--- config.mk ---
export PLATFORM = sky130hd
export DESIGN_NAME = instruction_fetch_queue_flat
export DESIGN_NICKNAME = d
export VERILOG_FILES = /design/src/rtl/instruction_fetch_queue_pkg.sv /design/src/rtl/instruction_fetch_queue_if.sv /design/src/rtl/instruction_fetch_queue_fetch_fifo.sv /design/src/rtl/instruction_fetch_queue.sv /design/src/flat_wrapper.sv
export SDC_FILE = /design/constraint.sdc
export NUM_CORES = 1
export LEC_CHECK = 0
export BUFFER_PORTS_ARGS = -buffer_cell sky130_fd_sc_hd__buf_4
export CORE_MARGIN = 2
export CORE_UTILIZATION = 57
export DETAILED_ROUTE_END_ITERATION = 8
export PLACE_DENSITY_LB_ADDON = 0.3
export SETUP_SLACK_MARGIN = 0.2
export SLEW_MARGIN = 20
export SYNTH_ARGS = -nofsm -noshare
export SYNTH_HDL_FRONTEND = slang
export SYNTH_SLANG_ARGS = --single-unit
--- constraint.sdc ---
create_clock -name clk -period 3.7 [get_ports clk]
set_clock_uncertainty 0.2 [all_clocks]
set_input_delay 0.185 -clock clk [delete_from_list [all_inputs] [get_ports clk]]
set_output_delay 0.185 -clock clk [all_outputs]
set_load 0.05 [all_outputs]
--- src/rtl/instruction_fetch_queue_pkg.sv ---
// Shared fetch-path definitions: default bus widths, the fetch entry handed to
// decode, and sizing helpers for the queue counters and pointers.
package instruction_fetch_queue_pkg;

   localparam int IFQ_DIR_SIZE  = 32;
   localparam int IFQ_DATA_SIZE = 32;

   typedef struct packed {
      logic [IFQ_DIR_SIZE-1:0]  dir;
      logic [IFQ_DATA_SIZE-1:0] instr;
   } fetch_entry_t;

   // Occupancy must represent 0..depth inclusive.
   function automatic int cnt_width(input int depth);
      return $clog2(depth) + 1;
   endfunction

   function automatic int ptr_width(input int depth);
      return (depth > 1) ? $clog2(depth) : 1;
   endfunction

endpackage

--- src/rtl/instruction_fetch_queue_if.sv ---
// Fetch-queue bus: PC credit, instruction-memory read port and the decode
// handshake. master = fetch queue, slave = PC/memory/decode side.
interface instruction_fetch_queue_if #(
   parameter int DIR_SIZE  = instruction_fetch_queue_pkg::IFQ_DIR_SIZE,
   parameter int DATA_SIZE = instruction_fetch_queue_pkg::IFQ_DATA_SIZE,
   parameter int DEPTH     = 4
);
   import instruction_fetch_queue_pkg::*;

   localparam int CNT_W = cnt_width(DEPTH);

   logic [DIR_SIZE-1:0]  pc_dir;
   logic                 pc_enable;
   logic                 flush;
   logic [DIR_SIZE-1:0]  mem_addr;
   logic                 mem_rd;
   logic [DATA_SIZE-1:0] mem_data;
   logic [DATA_SIZE-1:0] instr_out;
   logic [DIR_SIZE-1:0]  instr_dir;
   logic                 instr_valid;
   logic                 instr_ready;
   logic [CNT_W-1:0]     count;

   modport master (
      input  pc_dir, flush, mem_data, instr_ready,
      output pc_enable, mem_addr, mem_rd, instr_out, instr_dir, instr_valid, count
   );

   modport slave (
      output pc_dir, flush, mem_data, instr_ready,
      input  pc_enable, mem_addr, mem_rd, instr_out, instr_dir, instr_valid, count
   );

endinterface

--- src/rtl/instruction_fetch_queue_fetch_fifo.sv ---
// DEPTH-entry synchronous FIFO with clear; read data is combinational from the
// head slot and forced to zero while empty.
module instruction_fetch_queue_fetch_fifo #(
   parameter int  WIDTH = 64,
   parameter int  DEPTH = 4,
   localparam int CNT_W = instruction_fetch_queue_pkg::cnt_width(DEPTH)
) (
   input  logic             clk,
   input  logic             rst,
   input  logic             clear,
   input  logic             push,
   input  logic [WIDTH-1:0] push_data,
   input  logic             pop,
   output logic [WIDTH-1:0] pop_data,
   output logic [CNT_W-1:0] count,
   output logic             full,
   output logic             empty
);
   import instruction_fetch_queue_pkg::*;

   localparam int PTR_W = ptr_width(DEPTH);

   logic [WIDTH-1:0] mem_q [DEPTH];
   logic [PTR_W-1:0] wr_ptr_q, wr_ptr_d;
   logic [PTR_W-1:0] rd_ptr_q, rd_ptr_d;
   logic [CNT_W-1:0] count_q, count_d;
   logic             do_push, do_pop;

   function automatic logic [PTR_W-1:0] next_ptr(input logic [PTR_W-1:0] p);
      return (p == PTR_W'(DEPTH - 1)) ? '0 : p + 1'b1;
   endfunction

   assign full    = (count_q == CNT_W'(DEPTH));
   assign empty   = (count_q == '0);
   assign do_push = push && !clear;
   assign do_pop  = pop && !empty && !clear;

   always_comb begin
      wr_ptr_d = wr_ptr_q;
      rd_ptr_d = rd_ptr_q;
      count_d  = count_q;
      if (clear) begin
         wr_ptr_d = '0;
         rd_ptr_d = '0;
         count_d  = '0;
      end else begin
         if (do_push) wr_ptr_d = next_ptr(wr_ptr_q);
         if (do_pop)  rd_ptr_d = next_ptr(rd_ptr_q);
         case ({do_push, do_pop})
            2'b10:   count_d = count_q + 1'b1;
            2'b01:   count_d = count_q - 1'b1;
            default: count_d = count_q;
         endcase
      end
   end

   always_ff @(posedge clk or negedge rst) begin
      if (!rst) begin
         wr_ptr_q <= '0;
         rd_ptr_q <= '0;
         count_q  <= '0;
      end else begin
         wr_ptr_q <= wr_ptr_d;
         rd_ptr_q <= rd_ptr_d;
         count_q  <= count_d;
      end
   end

   // Storage needs no reset: the output mux hides it until written.
   always_ff @(posedge clk) begin
      if (do_push) mem_q[wr_ptr_q] <= push_data;
   end

   assign pop_data = empty ? '0 : mem_q[rd_ptr_q];
   assign count    = count_q;

endmodule

--- src/rtl/instruction_fetch_queue.sv ---
// Instruction fetch queue: issues reads from the PC address under a credit
// limit, tracks them through the memory latency and buffers returns for decode.
module instruction_fetch_queue #(
   parameter int DIR_SIZE    = instruction_fetch_queue_pkg::IFQ_DIR_SIZE,
   parameter int DATA_SIZE   = instruction_fetch_queue_pkg::IFQ_DATA_SIZE,
   parameter int MEM_LATENCY = 2,
   parameter int DEPTH       = 4
) (
   input logic                      clk,
   input logic                      rst,
   instruction_fetch_queue_if.master bus
);
   import instruction_fetch_queue_pkg::*;

   localparam int CNT_W = cnt_width(DEPTH);
   localparam logic [CNT_W:0] CREDIT_LIMIT = (CNT_W + 1)'(DEPTH);

   logic                vld_q  [MEM_LATENCY];
   logic                vld_d  [MEM_LATENCY];
   logic [DIR_SIZE-1:0] addr_q [MEM_LATENCY];
   logic [DIR_SIZE-1:0] addr_d [MEM_LATENCY];

   logic [CNT_W-1:0]              inflight;
   logic [CNT_W:0]                credit_sum;
   logic                          issue;
   logic [CNT_W-1:0]              fifo_count;
   logic                          fifo_full, fifo_empty;
   logic                          push, pop;
   logic [DIR_SIZE+DATA_SIZE-1:0] push_data, pop_data;

   // Latency pipe: one valid/address pair per outstanding read; a flush kills all.
   for (genvar gi = 0; gi < MEM_LATENCY; gi++) begin : g_pipe
      if (gi == 0) begin : g_head
         assign vld_d[gi]  = issue && !bus.flush;
         assign addr_d[gi] = bus.pc_dir;
      end else begin : g_tail
         assign vld_d[gi]  = vld_q[gi-1] && !bus.flush;
         assign addr_d[gi] = addr_q[gi-1];
      end

      always_ff @(posedge clk or negedge rst) begin
         if (!rst) begin
            vld_q[gi]  <= 1'b0;
            addr_q[gi] <= '0;
         end else begin
            vld_q[gi]  <= vld_d[gi];
            addr_q[gi] <= addr_d[gi];
         end
      end
   end

   always_comb begin
      inflight = '0;
      for (int i = 0; i < MEM_LATENCY; i++) begin
         inflight = inflight + CNT_W'(vld_q[i]);
      end
   end

   // Buffered plus outstanding reads may never exceed the FIFO depth.
   assign credit_sum = {1'b0, fifo_count} + {1'b0, inflight};
   assign issue      = rst && !bus.flush && (credit_sum < CREDIT_LIMIT);

   assign bus.pc_enable = issue;
   assign bus.mem_rd    = issue;
   assign bus.mem_addr  = bus.pc_dir;

   // Entry layout matches fetch_entry_t: {dir, instr}.
   assign push      = vld_q[MEM_LATENCY-1];
   assign push_data = {addr_q[MEM_LATENCY-1], bus.mem_data};
   assign pop       = bus.instr_valid && bus.instr_ready && !bus.flush;

   instruction_fetch_queue_fetch_fifo #(
      .WIDTH (DIR_SIZE + DATA_SIZE),
      .DEPTH (DEPTH)
   ) u_fetch_fifo (
      .clk       (clk),
      .rst       (rst),
      .clear     (bus.flush),
      .push      (push),
      .push_data (push_data),
      .pop       (pop),
      .pop_data  (pop_data),
      .count     (fifo_count),
      .full      (fifo_full),
      .empty     (fifo_empty)
   );

   assign {bus.instr_dir, bus.instr_out} = pop_data;
   assign bus.instr_valid = !fifo_empty;
   assign bus.count       = fifo_count;

   a_no_push_when_full: assert property (
      @(posedge clk) disable iff (!rst) !(push && fifo_full && !bus.flush)
   );

endmodule

--- src/flat_wrapper.sv ---
// flat-port wrapper written by rule: the top's interface ports become plain ports
module instruction_fetch_queue_flat import instruction_fetch_queue_pkg::*;
#(
   parameter int DIR_SIZE    = instruction_fetch_queue_pkg::IFQ_DIR_SIZE,
   parameter int DATA_SIZE   = instruction_fetch_queue_pkg::IFQ_DATA_SIZE,
   parameter int MEM_LATENCY = 2,
   parameter int DEPTH       = 4
)
  (clk, rst, bus_pc_dir, bus_flush, bus_mem_data, bus_instr_ready, bus_pc_enable, bus_mem_addr, bus_mem_rd, bus_instr_out, bus_instr_dir, bus_instr_valid, bus_count);
  instruction_fetch_queue_if #(.DIR_SIZE(DIR_SIZE), .DATA_SIZE(DATA_SIZE), .DEPTH(DEPTH)) bus_i ();
  input logic clk;
  input logic rst;
  input wire logic [$bits(bus_i.pc_dir)-1:0] bus_pc_dir;
  input wire logic [$bits(bus_i.flush)-1:0] bus_flush;
  input wire logic [$bits(bus_i.mem_data)-1:0] bus_mem_data;
  input wire logic [$bits(bus_i.instr_ready)-1:0] bus_instr_ready;
  output wire logic [$bits(bus_i.pc_enable)-1:0] bus_pc_enable;
  output wire logic [$bits(bus_i.mem_addr)-1:0] bus_mem_addr;
  output wire logic [$bits(bus_i.mem_rd)-1:0] bus_mem_rd;
  output wire logic [$bits(bus_i.instr_out)-1:0] bus_instr_out;
  output wire logic [$bits(bus_i.instr_dir)-1:0] bus_instr_dir;
  output wire logic [$bits(bus_i.instr_valid)-1:0] bus_instr_valid;
  output wire logic [$bits(bus_i.count)-1:0] bus_count;
  assign bus_i.pc_dir = bus_pc_dir;
  assign bus_i.flush = bus_flush;
  assign bus_i.mem_data = bus_mem_data;
  assign bus_i.instr_ready = bus_instr_ready;
  assign bus_pc_enable = bus_i.pc_enable;
  assign bus_mem_addr = bus_i.mem_addr;
  assign bus_mem_rd = bus_i.mem_rd;
  assign bus_instr_out = bus_i.instr_out;
  assign bus_instr_dir = bus_i.instr_dir;
  assign bus_instr_valid = bus_i.instr_valid;
  assign bus_count = bus_i.count;
  instruction_fetch_queue #(.DIR_SIZE(DIR_SIZE), .DATA_SIZE(DATA_SIZE), .MEM_LATENCY(MEM_LATENCY), .DEPTH(DEPTH)) u_core (.clk(clk), .rst(rst), .bus(bus_i));
endmodule
After elaboration in Yosys (flattened, before gate mapping)
Memory sizes are Yosys's and may differ from the RTL's.
Index checks and enable logic that the tools add are counted.
{ "classes": {"n_reduce_logical": 15, "addsub": 6, "eq_ne": 4, "mux": 11, "n_lt_le_gt_ge": 1} }
{ "op_table": {"columns": ["op", "count"], "rows": [
  ["2-to-1 mux 64 bit", 1],
  ["2-to-1 mux 2 bit", 6],
  ["logical AND 1 bit", 9],
  ["== test 2 bit (second input constant)", 3],
  ["case mux 3 bit (2 select lines)", 1],
  ["adder 2 x 1 -> 2 bit (second input constant)", 2],
  ["adder 3 x 3 -> 4 bit", 1],
  ["< comparator 4 x 3 -> 1 bit (second input constant)", 1],
  ["nonzero test 2 bit", 2],
  ["adder 3 x 1 -> 3 bit (second input constant)", 1],
  ["zero test 3 bit", 1],
  ["2-to-1 mux 3 bit", 1],
  ["nonzero test 3 bit", 1],
  ["subtractor 3 x 1 -> 3 bit (second input constant)", 1],
  ["adder 1 x 1 -> 2 bit", 1],
  ["== test 2 x 1 -> 1 bit (second input constant)", 1],
  ["zero test 1 bit", 2],
  ["2-to-1 mux 1 bit", 2]
]} }
{ "totals": {"memories": 1, "elab_cells": 45, "regBits": 73, "mem_bits_rw": 256, "input_bits": 68} }
{ "mem_list": {"columns": ["name", "words", "width", "rd", "rd_clocked_by_memory_dff", "wr", "line", "rtl"], "rows": [
  ["u_core.u_fetch_fifo.mem_q", 4, 64, 1, 0, 1, "instruction_fetch_queue_fetch_fifo.sv:23", "logic [WIDTH-1:0] mem_q [DEPTH];"]
]} }

Longest topological paths before layout
Gate-level depths: netlist of run 1.
{ "depth": {"word_depth": 9, "mapped_depth": 9, "mapped_depth_nobuf": 8} }

Modules after synthesis
A second synthesis of run 1 with hierarchy kept.
{ "hier_totals": {"hier_cells": 571, "area_unflattened_um2": 12169.2} }
{ "modules_own_cells": {"columns": ["module", "instances", "area_per_inst_um2", "seq_area_each_um2", "cells_per_inst"], "rows": [
  ["instruction_fetch_queue_fetch_fifo", 1, 10203.5, 7862.5, 464],
  ["instruction_fetch_queue", 1, 1965.6, 1651.6, 107]
]} }

Least setup slack after synthesis of run 1
No wires, ideal clock.
{ "synth_timing": {"kind": "reg-to-output", "startpoint": "reg u_core.u_fetch_fifo.count_q[1], in the netlist u_core.u_fetch_fifo.count[1]", "endpoint": "out bus_pc_enable", "stages_incl_launch_ff": 5, "path_buffers": 1, "arrival_ns": 2.661, "t_required_ns": 3.315, "setup_slack_ns": 0.654, "path_cell_list": "dfrtp_1 > ha_1 > or4b_1 > a31oi_1 > buf_4"} }
{ "synth_between": {"elab_chain_cells": 3} }
{ "synth_rtl": {"columns": ["element", "line", "rtl"], "rows": [
  ["from (decl)", "instruction_fetch_queue_fetch_fifo.sv:26", "logic [CNT_W-1:0] count_q, count_d;"],
  ["from (signal assigned)", "instruction_fetch_queue_fetch_fifo.sv:65", "count_q <= count_d;"],
  ["adder 3 x 3 -> 4 bit", "instruction_fetch_queue.sv:60", "assign credit_sum = {1'b0, fifo_count} + {1'b0, inflight};"],
  ["< comparator 4 x 3 -> 1 bit", "instruction_fetch_queue.sv:61", "assign issue = rst && !bus.flush && (credit_sum < CREDIT_LIMIT);"],
  ["logical AND 1 bit", "instruction_fetch_queue.sv:61", null],
  ["to (decl)", "flat_wrapper.sv:17", "output wire logic [$bits(bus_i.pc_enable)-1:0] bus_pc_enable;"]
]} }
No other way between the ends.

Final worst setup path of run 1
{ "layout_timing": {"startpoint": "reg u_core.u_fetch_fifo.rd_ptr_q[0]", "endpoint": "out bus_instr_out[1]"} }
{ "layout_between": {"elab_chain_cells": 2} }
{ "layout_rtl": {"columns": ["element", "line", "rtl"], "rows": [
  ["from (decl)", "instruction_fetch_queue_fetch_fifo.sv:25", "logic [PTR_W-1:0] rd_ptr_q, rd_ptr_d;"],
  ["from (signal assigned)", "instruction_fetch_queue_fetch_fifo.sv:64", "rd_ptr_q <= rd_ptr_d;"],
  ["memory (4 x 64 bit)", null, null],
  ["2-to-1 mux 64 bit", "instruction_fetch_queue_fetch_fifo.sv:74", "assign pop_data = empty ? '0 : mem_q[rd_ptr_q];"],
  ["to (decl)", "flat_wrapper.sv:20", "output wire logic [$bits(bus_i.instr_out)-1:0] bus_instr_out;"]
]} }
No other way between the ends.

==> results.ini, run 1 <==
[global_routing]
grt-ovfl-total = 0
grt_pass1_wl_um = 33710
grt_pass1_vias = 6360
grt_max_degree = 74
antenna_found_initial = 0
grt_usage_pct = 19.81

[clock_tree]
cts.sinks = 329
clk_pin_slew_ns = 0.06
clock_latency_ns = 0.50
clock_path_buffers = 3
cts_setup_buffers = 0
cts_hold_buf = 68
cts.repair.resized = 0
cts_buffers = 34
ctsRootBufferMaster = clkbuf_16
h-tree-depth = 2
cts_tree = built

[timing]
drv_slew = 0
finalCritPeriodShare_pct = 83.11
tightest_slew_ns = 0.9976
hold_violations = 0
min_period_ns = 3.075
rsz0062_at_grt = false
max_slew_margin_pct = 33.49
whs_ns = 0.1365
setup_ws_ns = 0.6248
finalSetupTns_ns = 0
max_freq_mhz = 325.2
finalSetupViolCount = 0

[synth]
ys_ff_latch = 329
syn_avg_cell_area_sq_um = 21.57
synth_warnings = 0
synthTopCellsByArea = edfxtp_1, dfrtp_1, mux4_2
synth_xor_area_share_pct = 0.07239
synthAdderAreaFrac_pct = 0.8893
synthCells = 561
synth-compound-area-share_pct = 0.4964
syn_area_sq_mm = 0.01210
synth_nets = 637
synth_top_area_cell = edfxtp_1
synth_top_family_by_area = multiplexers
ys_seq_area_share_pct = 78.63
synth_top_area_share_pct = 63.54
synth_cell_types = 26
yosys.area_share.simple_pct = 4.395
synth_mux_area_share_pct = 12.25

[floorplanning]
die-area_sq_mm = 0.02241
core-area_sq_mm = 0.02096
rows = 53
ios = 170
die_x_um = 149.7
die_h_um = 149.7
start_util_pct = 57.74

[power_and_ir_drop]
ir_drop_mv = 0.4541
power.density_mw_per_mm2 = 576.3
leakage_nw = 5.573
total_power_mw = 8.749

[cells_and_area]
final_util_pct = 72.45
drive_gt1_share_pct = 36.93
seq_area_sq_mm = 0.009522
nFillCells = 1256
stdcell_area_sq_mm = 0.01518
nets = 857
final_cells = 1082
multi_input_area_sq_mm = 0.002201
area_delta_synth_final_pct = 25.48
diodes = 0

[detailed_routing]
dr_total_vias = 5818
drtAntennaViolNets = 0
drt_iter0_drc = 310
vias_per_cell = 5.377
firstDrtPassIters = 4
wl_per_cell_um = 19.64
wl_um = 21250
drc = 0

[critical_path]
crit_path_start_kind = register
cp.required_ns = 3.31
critPathArrivalTime_ns = 2.69
cp_max_fo = 34
cp_slowest_cell = dfrtp_4
crit_chain = buf_12 > mux4_2 > and2_1 > buf_4
slowest_delay_ns = 0.86
regToRegSetupSlack_ns = 0.78
endpoint_kind = output port
path_class = reg -> out

[place]
place_area_sq_mm = 0.01338
dpl.hpwl_um = 11430
post-place-ws_ns = 1.084
portBuffers = 169
dp_cells = 952
gp_routability_congestion = 0.6934

[job]
drv_cap = 0

[outcome]
status = finished, final reports clean

[hold_path]
hp-class = in -> reg

[cells by family (layout without fill, tap and decap cells)]
| logic type | count (synthesis) | count (layout) |
|---|---|---|
| and+or+nand+nor | 88 | 88 |
| buffers and inverters | 59 | 305 |
| adders and majority gates | 8 | 8 |
| AOI/OAI and AO/OA | 8 | 8 |
| muxes | 68 | 68 |
| xor gates and xnor gates | 1 | 1 |
| DFF | 329 | 329 |
[placed cells by master, fill, tap and decap left out, drive strengths merged]
cell,count
a21oi,2
a31oi,3
and2,68
and3,2
buf,172
bufinv,1
clkbuf,46
clkinv,13
dfrtp,73
dlygate4sd3,68
edfxtp,256
fa,1
ha,7
inv,5
mux2,1
mux2i,3
mux4,64
nand2,2
nand2b,1
nor2,6
nor2b,2
nor3,4
nor3b,2
o21ai,2
o31ai,1
or4b,1
xnor2,1
[state kept, by name, indices dropped and copies added (netlist names)]
name	cells
u_core.u_fetch_fifo.mem_q	256
u_core.addr_d	32
u_core.addr_q	32
u_core.u_fetch_fifo.count	3
u_core.u_fetch_fifo.rd_ptr_q	2
u_core.u_fetch_fifo.wr_ptr_q	2
u_core.push	1
u_core.vld_q	1
[final timing paths]
kind                                                 start                              end  depth (start not counted)
max                        u_core.u_fetch_fifo.rd_ptr_q[0]                 bus_instr_out[1]                          4
min                                         bus_pc_dir[14]                u_core.addr_d[14]                          2
max reg2reg                   u_core.u_fetch_fifo.count[0]     u_core.u_fetch_fifo.count[1]                          9
min reg2reg                              u_core.addr_d[16]                u_core.addr_q[16]                          0
max in group asynchronous                              rst  u_core.u_fetch_fifo.rd_ptr_q[0]                          3
min in group asynchronous                              rst  u_core.u_fetch_fifo.wr_ptr_q[1]                          3
[report_power, final]
group | total, mW | switching (mW) | internal [mW]
logic | 1.30 | 0.813 | 0.487
registers | 4.14 | 0.0792 | 4.06
clock network | 3.31 | 1.32 | 1.99
total | 8.75 | 2.22 | 6.53
[layout make-up]
cell class	count	area share (%)
clock inverter	16	0.7252
sequential	329	62.72
multi-input combinational	173	14.50
inverter	3	0.07417
clock buffer	46	6.651
tap	275	2.266
timing repair buffer	240	13.07
[synth_stat cells (all sizes together)]
cell and count:
xnor2 1, o21ai 2, inv 3, nor3 4
o31ai 1, nor3b 2, nor2b 2, mux2 1
buf 47, a31oi 3, edfxtp 256, nor2 6
fa 1, and3 2, mux2i 3, nand2 2
ha 7, nand2b 1, or4b 1, clkbuf 9
dfrtp 73, and2 68, mux4 64, a21oi 2
[worst max-delay path, delay by kind of cell (launching register included)]
| kind | cells | cell delay (ns) |
|---|---|---|
| and+or+nand+nor | 1 | 0.17 |
| buffers and inverters | 2 | 0.54 |
| DFF | 1 | 0.86 |
| muxes | 1 | 0.56 |
[metal layers]
layer	up-vias	track usage [%]	wire length [um]
met5	-	0	0
li1	2596	-	-
met2	171	35.02	11210
met4	0	5.047	370
met1	3019	25.57	8695
met3	32	3.872	982
No activity file was read; power rests on OpenSTA's default activity.
==> run 2, diff against run 1 <==
Settings changed: CORE_UTILIZATION 57 to 51.
Clock period 3.7 ns to 2.55 ns, I/O delays scaled along.
==> run 2 against run 1 <==
  * The run now ends with setup timing left
  * First-iteration DRC count increased by 32%
  * Hold slack got worse by 0.095 ns
  * Die area increased by 11%
  * Non-clock buffer count increased by 36
  * Combinational power increased by 98%
  * Critical path depth increased by 2
  * Power increased by 49%
  * Register-to-register slack got worse by 0.47 ns
  * Clock-buffer cell count increased by 6
  * Routed wire length increased by 12%
  * Sequential power increased by 44%
  * Clock power increased by 37%
  * Critical path type unchanged
==> results.ini, run 2 (synthesized netlist as in run 1, its figures left out) <==
[outcome]
status = finished, violations left
violations = setup timing

[global_routing]
grt_max_degree = 55
grt_usage_pct = 19.26
grt_pass1_wl_um = 35980
grt-ovfl-total = 0
grt_pass1_vias = 6478
antenna_found_initial = 0

[cells_and_area]
final_common_cell = edfxtp_1
final_util_pct = 69.49
diodes = 0
drive_gt1_share_pct = 45.35
nets = 890
regMostFlops = u_core.u_fetch_fifo.mem_q
final_cell_mix = edfxtp_1, buf_4, dlygate4sd3_1
largest_reg_flops = 256
area_delta_synth_final_pct = 34.42

[detailed_routing]
firstDrtPassIters = 4
drt_iter0_drc = 410
vias_per_cell = 5.209
drtAntennaViolNets = 0
wl_per_cell_um = 20.53
dr_total_vias = 6027
drc = 0
wl_um = 23750

[floorplanning]
die_x_um = 158.0
start_util_pct = 51.70
ios = 170
core-area_sq_mm = 0.02340
die_h_um = 158.0
die-area_sq_mm = 0.02497
rows = 56

[timing]
max_freq_mhz = 390.2
hold_violations = 0
max_slew_margin_pct = 52.36
setup_ws_ns = -0.01312
min_period_ns = 2.563
whs_ns = 0.04191
finalSetupViolCount = 7
finalSetupTns_ns = -0.05499
finalCritPeriodShare_pct = 100.5
drv_slew = 0
tightest_slew_ns = 0.7146
rsz0062_at_grt = true

[place]
dpl.hpwl_um = 12540
post-place-ws_ns = 0.2082
portBuffers = 169
gp_routability_congestion = 0.6891

[critical_path]
path_class = reg -> out
regToRegSetupSlack_ns = 0.31
endpoint = bus_instr_dir[9]
r2r_end = u_core.u_fetch_fifo.count[2]
endpoint_kind = output port
reg2reg_depth = 7
r2r-start = u_core.u_fetch_fifo.count[0]
crit_start = u_core.u_fetch_fifo.rd_ptr_q[0]
critPathArrivalTime_ns = 2.24
crit_path_start_kind = register
cp.required_ns = 2.22
cp_max_fo = 8

[power_and_ir_drop]
total_power_mw = 13.06
power.density_mw_per_mm2 = 802.9
leakage_nw = 5.935
ir_drop_mv = 0.5684

[clock_tree]
clk_pin_slew_ns = 0.06
cts_tree = built
cts.sinks = 329
h-tree-depth = 1
clock_path_buffers = 3
clock_latency_ns = 0.54
cts_buffers = 31
ctsRootBufferMaster = clkbuf_16

[job]
drv_cap = 0

[hold_path]
hp-class = in -> reg

run 2: where the power goes:
| group | switching (mW) | internal [mW] | total [mW] |
|---|---|---|---|
| Combinational | 1.40 | 1.17 | 2.57 |
| Sequential | 0.0624 | 5.89 | 5.95 |
| Clock | 1.83 | 2.71 | 4.54 |
| Total | 3.29 | 9.77 | 13.1 |
run 2: how the worst min path moves through the flow:
stage / start / to / depth (start not counted)
floorplan: rst / u_core.addr_d[0] / 0
global placement: rst / u_core.addr_q[31] / 2
detailed placement: rst / u_core.addr_d[31] / 2
CTS: bus_pc_dir[7] / u_core.addr_d[7] / 2
global route: bus_pc_dir[4] / u_core.addr_d[4] / 2
finish: bus_pc_dir[6] / u_core.addr_d[6] / 2
run 2: final cells by class:
type	count	area, sq um
flip-flops and latches	329	9529
well taps	319	399.1
clock buffers	52	945.9
fillers	1447	7139
repair buffers	276	2917
inverters	3	11.26
multi-input cells	173	2384
clock inverters	5	77.57
run 2: critical path: stages (launching register included):
cell	delay, ns
dfrtp_4	0.51
buf_12	0.17
buf_12	0.13
buf_16	0.13
mux4_2	0.43
and2_4	0.18
buf_8	0.14
run 2: routing by layer:
metal  vias to the layer above  part of all wire, %  GRT usage, %  routed length, um
li1                       2654                    -             -                  -
met1                      3131                   40         24.98               9552
met2                       208                   52         34.06              12440
met3                        34                  5.5         3.148               1306
met4                         0                  1.9         5.234                454
met5                         -                    0             0                  0
run 2: what timing repair did:
action | CTS | global route
gates resized for setup | 145 | 6
hold endpoints to repair | 188 | 0
hold buffers | 68 | 0
cloned | 6 | 1
pin swaps | 10 | 2
setup endpoints to repair | 67 | 67
setup buffers | 9 | 5
run 2: stage by stage:
stage	area, sq um	std cells
2_1_floorplan	12140	561
3_3_place_gp	13700	1011
3_5_place_dp	13700	1011
4_1_cts	16170	1151
5_1_grt	16260	1157
6_report	16260	1157
==> run 3, diff against run 2 <==
Settings changed: GPL_TIMING_DRIVEN from default to 0, SLEW_MARGIN 20 to 0.
==> run 3 against run 2 <==
  * The run ends with hold timing, setup timing left
  * Via count rose by 1.6%
  * Critical path type unchanged
  * Core utilization rose by 2.5 points
  * Largest power group unchanged
  * Cell area rose by 3.6%
  * Fmax rose by 0.19%
  * Non-clock buffer count rose by 43
  * Register-to-register slack got worse by 0.21 ns
  * Hold slack got worse by 0.54 ns
==> results.ini, run 3 (synthesized netlist as in run 1, its figures left out) <==
[outcome]
status = finished, violations left
violations = hold timing, setup timing

[timing]
hold_violations = 73
setup_ws_ns = -0.008352
tightest_slew_ns = 0.9790
max_freq_mhz = 390.9
whs_ns = -0.4958
rsz0062_at_grt = true
max_slew_margin_pct = 34.74
finalSetupViolCount = 1
finalCritPeriodShare_pct = 100.3
finalSetupTns_ns = -0.008352
drv_slew = 0
min_period_ns = 2.558

[clock_tree]
ctsRootBufferMaster = clkbuf_16
clock_path_buffers = 3
clk_pin_slew_ns = 0.06
h-tree-depth = 1
cts_tree = built
cts_buffers = 31
clock_latency_ns = 0.54
cts_hold_buf = 69
cts.sinks = 329

[cells_and_area]
final_util_pct = 72.01
area_delta_synth_final_pct = 39.28
final_common_cell = edfxtp_1
drive_gt1_share_pct = 51.47
stdcell_area_sq_mm = 0.01685
final_cells = 1205
nFillCells = 1387
diodes = 0
regMostFlops = u_core.u_fetch_fifo.mem_q
final_cell_mix = edfxtp_1, buf_4, dlygate4sd3_1, dfrtp_1, and2_4
largest_reg_flops = 256
nets = 937

[detailed_routing]
drtAntennaViolNets = 0
drc = 0
drt_iter0_drc = 271
wl_um = 23660
dr_total_vias = 6122
firstDrtPassIters = 4
wl_per_cell_um = 19.63
vias_per_cell = 5.080

[critical_path]
cp_max_fo = 2
r2r-start = u_core.u_fetch_fifo.count[1]
path_class = reg -> out
endpoint_kind = output port
r2r_end = u_core.u_fetch_fifo.count[1]
critPathArrivalTime_ns = 2.23
cp_slowest_cell = or4b_4
path_buf_inv = 2
cp.required_ns = 2.22
crit_path_start_kind = register
critical_path.top_delay_family = simple AND/OR/NAND/NOR gates
regToRegSetupSlack_ns = 0.10
slowest_delay_ns = 0.50
reg2reg_depth = 9
crit_chain = ha_2 > ha_4 > or4b_4 > a31oi_4 > buf_6 > buf_8

[power_and_ir_drop]
power.density_mw_per_mm2 = 796.7
leakage_nw = 6.261
ir_drop_mv = 0.6195

[floorplanning]
core-area_sq_mm = 0.02340
start_util_pct = 51.70
ios = 170
die-area_sq_mm = 0.02497
die_x_um = 158.0
die_h_um = 158.0
rows = 56

[place]
place_area_sq_mm = 0.01389
dp_cells = 1052
gp_routability_congestion = 0.7325
post-place-ws_ns = -0.01846
portBuffers = 168
dpl.hpwl_um = 12980

[hold_path]
hp-class = in -> async

[global_routing]
grt_pass1_wl_um = 35000
grt_usage_pct = 18.65
antenna_found_initial = 0
grt-ovfl-total = 0
grt_max_degree = 75
grt_pass1_vias = 6521

[job]
drv_cap = 0

run 3: cell count changes in the layout (fill, tap and decap cells not counted), moves of 4 or more:
cell       change
and2_2         +4
buf_6          -7
buf_4         +13
buf_16         -4
clkinv_2       +6
clkbuf_16      +8
clkbuf_2       +4
clkbuf_1       -9
buf_12         -4
and2_1        -22
and2_4        +22
buf_8         +31
run 3: how the worst max path moves through the flow:
stage | startpoint | endpoint | slack (ns) | cells after the start
3_3_place_gp | u_core.push | u_core.u_fetch_fifo.mem_q[0][26] | -0.52 | 3
3_5_place_dp | u_core.u_fetch_fifo.count[0] | u_core.u_fetch_fifo.count[1] | -0.02 | 9
5_1_grt | u_core.vld_q[1] | bus_pc_enable | -0.04 | 6
6_report | u_core.vld_q[1] | bus_pc_enable | -0.008 | 6
4_1_cts | u_core.vld_q[1] | bus_pc_enable | -0.005 | 6
2_1_floorplan | u_core.u_fetch_fifo.count[1] | bus_pc_enable | 0.19 | 4
run 3: routing by layer:
layer	up-vias	part of all wire [%]	GRT usage, %
met4	0	1.3	4.118
met1	3151	40	23.79
met3	28	4.9	3.148
met5	-	0	0
li1	2760	-	-
met2	183	54	33.79
run 3: final cells by class:
type,instances,area [sq um],share of cell area (%)
clock inverter,17,140.1,0.8316
timing repair buffer,263,2861,16.98
inverter,3,11.26,0.06682
tap,319,399.1,2.369
sequential,329,9522,56.50
buffer,56,511.7,3.037
multi-input combinational,177,2477,14.70
clock buffer,41,928.4,5.509
run 3: power by group:
| part | total, mW | switching, mW | internal [mW] |
|---|---|---|---|
| clock network | 4.65 | 1.89 | 2.76 |
| logic | 2.83 | 1.45 | 1.38 |
| registers | 5.94 | 0.0595 | 5.88 |
run 3: through the flow:
| step | total power, mW | hold slack, ns |
|---|---|---|
| 6_report | 13.43 | -0.4958 |
| 4_1_cts | 13.38 | -0.4542 |
| 3_3_place_gp | 7.995 | 0.04581 |
| 2_1_floorplan | 7.386 | -0.3681 |
| 5_1_grt | 13.88 | -0.4273 |
| 3_5_place_dp | 8.034 | 0.04704 |
run 3: what timing repair did:
| item | 4_1_cts | 5_1_grt |
|---|---|---|
| gates resized for setup | 245 | 18 |
| pin swaps | 10 | 45 |
| cloned | 6 | 6 |
| endpoints found under the setup margin | 208 | 209 |
| buffers inserted | 7 | 7 |
| hold endpoints to repair | 241 | 73 |
